<file path="src/rtl/sha256_round_ctrl.sv">
// SHA-256 compression sequencer: K-ROM prefetch, load, 64 rounds, H update.
// Optional: SHA256_ROM_PREFETCH_EN folds the ROM prime read into LOAD.
module sha256_round_ctrl #(
  parameter int ROUNDS   = 64,
  parameter int BLKCNT_W = 16
) (
  input  logic                clk,
  input  logic                rst_n,
  input  logic                start,
  input  logic                first_blk,
  input  logic                abort,
  output logic                ready,
  output logic                busy,
  output logic                rom_rd,
  output logic [5:0]          rom_addr,
  output logic                ld_en,
  output logic                iv_sel,
  output logic                round_en,
  output logic [5:0]          round_idx,
  output logic                w_sel,
  output logic                upd_en,
  output logic                done,
  output logic [BLKCNT_W-1:0] blk_cnt
);

  if (ROUNDS != 64) begin : g_bad_rounds
    $error("sha256_round_ctrl: ROUNDS must be 64");
  end

`ifdef SHA256_ROM_PREFETCH_EN
  localparam bit PREFETCH = 1'b1;
`else
  localparam bit PREFETCH = 1'b0;
`endif

  localparam logic [5:0] LAST = 6'(ROUNDS - 1);
  localparam logic [5:0] W_EXP = 6'd16;
  localparam logic [BLKCNT_W-1:0] ONE = BLKCNT_W'(1);

  typedef enum logic [2:0] {
    S_IDLE,
    S_LOAD,
    S_PRIME,
    S_ROUND,
    S_FINAL,
    S_DONE
  } state_t;

  state_t     state;
  state_t     nstate;
  logic [5:0] t;
  logic [5:0] nt;
  logic       take;

  assign take = (state == S_IDLE) && start && !abort;

  // Next state / round counter; abort beats everything once busy.
  always_comb begin
    nstate = state;
    nt     = t;
    if (state != S_IDLE && abort) begin
      nstate = S_IDLE;
      nt     = '0;
    end else begin
      unique case (state)
        S_IDLE:  if (take) nstate = S_LOAD;
        S_LOAD:  nstate = PREFETCH ? S_ROUND : S_PRIME;
        S_PRIME: nstate = S_ROUND;
        S_ROUND: begin
          if (t == LAST) begin
            nstate = S_FINAL;
            nt     = '0;
          end else begin
            nt = t + 6'd1;
          end
        end
        S_FINAL: nstate = S_DONE;
        S_DONE:  nstate = S_IDLE;
        default: begin
          nstate = S_IDLE;
          nt     = '0;
        end
      endcase
    end
  end

  // State, counters and outputs registered from the next-state decode.
  always_ff @(posedge clk) begin
    if (!rst_n) begin
      state     <= S_IDLE;
      t         <= '0;
      iv_sel    <= 1'b0;
      blk_cnt   <= '0;
      ready     <= 1'b1;
      busy      <= 1'b0;
      rom_rd    <= 1'b0;
      rom_addr  <= '0;
      ld_en     <= 1'b0;
      round_en  <= 1'b0;
      round_idx <= '0;
      w_sel     <= 1'b0;
      upd_en    <= 1'b0;
      done      <= 1'b0;
    end else begin
      state <= nstate;
      t     <= nt;
      if (take) iv_sel <= first_blk;
      if (nstate == S_DONE)
        blk_cnt <= iv_sel ? ONE : blk_cnt + ONE;
      ready  <= (nstate == S_IDLE);
      busy   <= (nstate != S_IDLE);
      ld_en  <= (nstate == S_LOAD);
      rom_rd <= (nstate == S_LOAD && PREFETCH)
             || (nstate == S_PRIME)
             || (nstate == S_ROUND && nt != LAST);
      rom_addr  <= (nstate == S_ROUND) ? nt + 6'd1 : 6'd0;
      round_en  <= (nstate == S_ROUND);
      round_idx <= nt;
      w_sel     <= (nstate == S_ROUND) && (nt >= W_EXP);
      upd_en    <= (nstate == S_FINAL);
      done      <= (nstate == S_DONE);
    end
  end

endmodule

</file>
<file path="config.mk">
export PLATFORM = sky130hd
export DESIGN_NAME = sha256_round_ctrl
export DESIGN_NICKNAME = d
export VERILOG_FILES = /design/src/rtl/sha256_round_ctrl.sv
export SDC_FILE = /design/constraint.sdc
export NUM_CORES = 1
export LEC_CHECK = 0
export CORE_MARGIN = 5
export CORE_UTILIZATION = 45
export CTS_BUF_LIST = sky130_fd_sc_hd__clkbuf_8
export DETAILED_ROUTE_END_ITERATION = 6
export PLACE_DENSITY = 0.72
export SYNTH_ARGS = -nofsm -noshare
export SYNTH_HDL_FRONTEND = slang
export SYNTH_SLANG_ARGS = --single-unit
</file>
<file path="constraint.sdc">
create_clock -name clk -period 5.7 [get_ports clk]
set_clock_uncertainty 0.1 [all_clocks]
set_input_delay 0.57 -clock clk [delete_from_list [all_inputs] [get_ports clk]]
set_output_delay 0.57 -clock clk [all_outputs]
set_load 0.01 [all_outputs]
</file>
==> results.json <==
{
  "status": "finished, final reports clean",
  "path_max_fanout": 16,
  "peakVddDrop_mv": 0.1467,
  "hold-worst-slack_ns": 0.4124,
  "cts_resized": 0,
  "yosysSeqAreaShare_pct": 40.74,
  "yosys.area_share.simple_pct": 31.95,
  "drt_pass1_iterations": 4,
  "slew-limit-headroom_pct": 58.33,
  "instances_no_fill": 314,
  "synth_compound_area_share_pct": 15.91,
  "fillers": 395,
  "netlist_area_um2": 1966,
  "synthArstFlopShare_pct": 0,
  "synth_top_family_by_area": "simple AND/OR/NAND/NOR gates",
  "switching_share_pct": 22.02,
  "start_util_pct": 45.78,
  "setup_tns_ns": 0,
  "fin_crit_sh_pct": 51.04,
  "wl_per_cell_um": 15.05,
  "setup_viol": 0,
  "syn2layout_area_growth_pct": 27.43,
  "drc_errors": 0,
  "rsz0062_at_grt": "false",
  "hp-class": "reg2reg",
  "crit_arrival_ns": 3.00,
  "clkPwrFrac_pct": 41.8,
  "grt_overflow_total": 0,
  "drt_iter0_drc": 151,
  "core_area_um2": 4294,
  "grt_max_degree": 18,
  "hold_buffers": 0,
  "internal_power_uw": 424.4,
  "synth_mux_area_share_pct": 1.018,
  "max_freq_mhz": 343.8,
  "cp_slowest_cell": "clkdlybuf4s50_1",
  "fin_nets": 269,
  "clock_latency_ns": 0.29,
  "synth-xor-area-share_pct": 4.901,
  "dp_hpwl_um": 3362,
  "post-route-util_pct": 58.33,
  "tritoncts": "yes",
  "diodes": 0,
  "dieWidth_um": 76.09,
  "clock_tree.root_cell": "clkbuf_8",
  "vias_per_cell": 5.487,
  "power.switching_uw": 119.9,
  "post-route-cell-area_um2": 2505,
  "routed_wl_um": 4725,
  "regArea_um2": 800.8,
  "grt_first_pass_wirelength_um": 7741,
  "ys_types": 57,
  "synth-adder-area-share_pct": 1.910,
  "hold_viol": 0,
  "clk_path_buf_depth": 2,
  "cap_violations": 0,
  "p_leak_nw": 0.9007,
  "synth-edff-count": 0,
  "first_global_vias": 1592,
  "multi_input_area_um2": 1095,
  "synth_cells": 221,
  "fp.dieH_um": 76.09,
  "place_ws_ns": 2.513,
  "p_comb_share_pct": 5.4,
  "crit_path_max_incr_delay_ns": 0.72,
  "grtUsageTotal_pct": 16.03,
  "critPathLaunchType": "input port",
  "post_cts_buffers": 0,
  "crit_path_cell_trace": "clkdlybuf4s50_1 -> o41ai_1 -> ha_1 -> inv_1 -> or4_1 -> and3_1",
  "cts_inserted_buffers": 5,
  "antenna_found_initial": 0,
  "slew_viol_final": 0,
  "critPathCaptureType": "flip-flop",
  "total_power_uw": 544.3,
  "placed_area_um2": 2397,
  "layout_min_cycle_time_ns": 2.909,
  "worst_pin_slew_ns": 0.6242,
  "yosysWarnings": 0,
  "layout-drive-gt1-share_pct": 6.107,
  "clkSlewWorstSetupHoldPaths_ns": 0.07,
  "dieArea_um2": 5790,
  "io_pins": 42,
  "antenna_left": 0,
  "dpl.cell_count": 306,
  "synth_seq_cells": 40,
  "synthFlopType": "dfxtp_1",
  "h-tree-depth": 2,
  "setup_slack_ns": 2.791,
  "io_buffers": 41,
  "crit_type": "in2reg",
  "place.gp.congestion": 0.8682,
  "pwr-share-seq_pct": 52.8,
  "power_density_nw_per_um2": 217.3,
  "required_ns": 5.79,
  "cts_sinks": 40,
  "syn_area_per_cell_um2": 8.894,
  "num_vias": 1723,
  "syn_nets": 229,
  "rows": 24
}
Yosys cell counts, types with 2 or more instances:
library cell  count  area, µm²
nand2b_1          3      18.77
nor3_1            5      25.02
a22oi_1           2      15.01
o21a_1            2      15.01
nor4b_1           2      17.52
nand3b_1          3      22.52
mux2i_1           2      20.02
or4_1             2      15.01
and3b_1           2      17.52
nor3_2            2      20.02
buf_2             2      10.01
o2bb2ai_1         2      17.52
clkbuf_1          3      11.26
xor2_1            4      35.03
xnor2_1           7      61.31
buf_4             3      22.52
nand4_1           7      43.79
nor2b_1           6      37.54
nor2_1           20      75.07
ha_1              3      37.54
dfxtp_1          40      800.8
and3_1            5      31.28
nand4b_1          2      17.52
and2_1            8      50.05
a21oi_1          11      55.05
o21ai_0          12      60.06
nand3_1           7      35.03
a21boi_0          3      22.52
inv_1             7      26.28
or3_1             2      12.51
nand2_1          16      60.06
logic make-up after synthesis:
| family | after synthesis |
|---|---|
| and+or+nand+nor | 103 |
| AOI/OAI and AO/OA | 47 |
| DFF | 40 |
| buffers and inverters | 15 |
| xor gates and xnor gates | 11 |
| adders and majority gates | 3 |
| muxes | 2 |
sequential cells by signal (all words and copies together), names as in the netlist, 3 cells and up:
name / flops
rom_addr: 6
state: 3
t: 6
blk_cnt: 16
placed cells by master, fill, tap and decap left out, types with 4 or more instances in the layout:
cell / count
clkdlybuf4s50_1: 41
dfxtp_1: 40
nor2_1: 20
nand2_1: 16
o21ai_0: 12
a21oi_1: 11
inv_1: 8
and2_1: 8
nand3_1: 7
nand4_1: 7
xnor2_1: 7
nor2b_1: 6
nor3_1: 5
and3_1: 5
clkbuf_8: 5
xor2_1: 4
metal layers:
metal,GRT usage (%),vias up,part of all wire [%]
li1,-,873,-
met1,22.00,805,50
met2,23.89,38,45
met3,4.492,7,4.5
met4,5.769,0,1.2
met5,0,-,0
area by class of cell:
cell class | count | share of cell area, %
timing repair buffer | 41 | 16.38
tap | 52 | 2.597
inverter | 7 | 1.049
clock inverter | 3 | 1.548
sequential | 40 | 31.97
multi-input combinational | 166 | 43.71
clock buffer | 5 | 2.747
power by group through the flow:
stage | Clock (mW) | Combinational (mW) | Sequential (mW)
CTS | 0.233 | 0.0297 | 0.287
global placement | 0 | 0.0295 | 0.294
global route | 0.248 | 0.0320 | 0.288
floorplan | 0 | 0.0186 | 0.292
finish | 0.227 | 0.0296 | 0.287
detailed placement | 0 | 0.0295 | 0.294
critical path, delay by kind of cell:
kind	cells	cell delay (ns)
AOI/OAI and AO/OA	1	0.71
adders and majority gates	1	0.24
buffers and inverters	2	0.79
and+or+nand+nor	2	0.68
worst paths after layout:
kind                                 start          end  slack (ns)  depth (start not counted)
worst max-delay path                 abort  rom_addr[4]        2.79                          6
worst max register to register        t[0]  rom_addr[4]        3.00                          8
worst min register to register  blk_cnt[1]   blk_cnt[1]        0.41                          2
worst min-delay path            blk_cnt[1]   blk_cnt[1]        0.41                          2
Note: power is estimated with default switching activity, not from simulation.
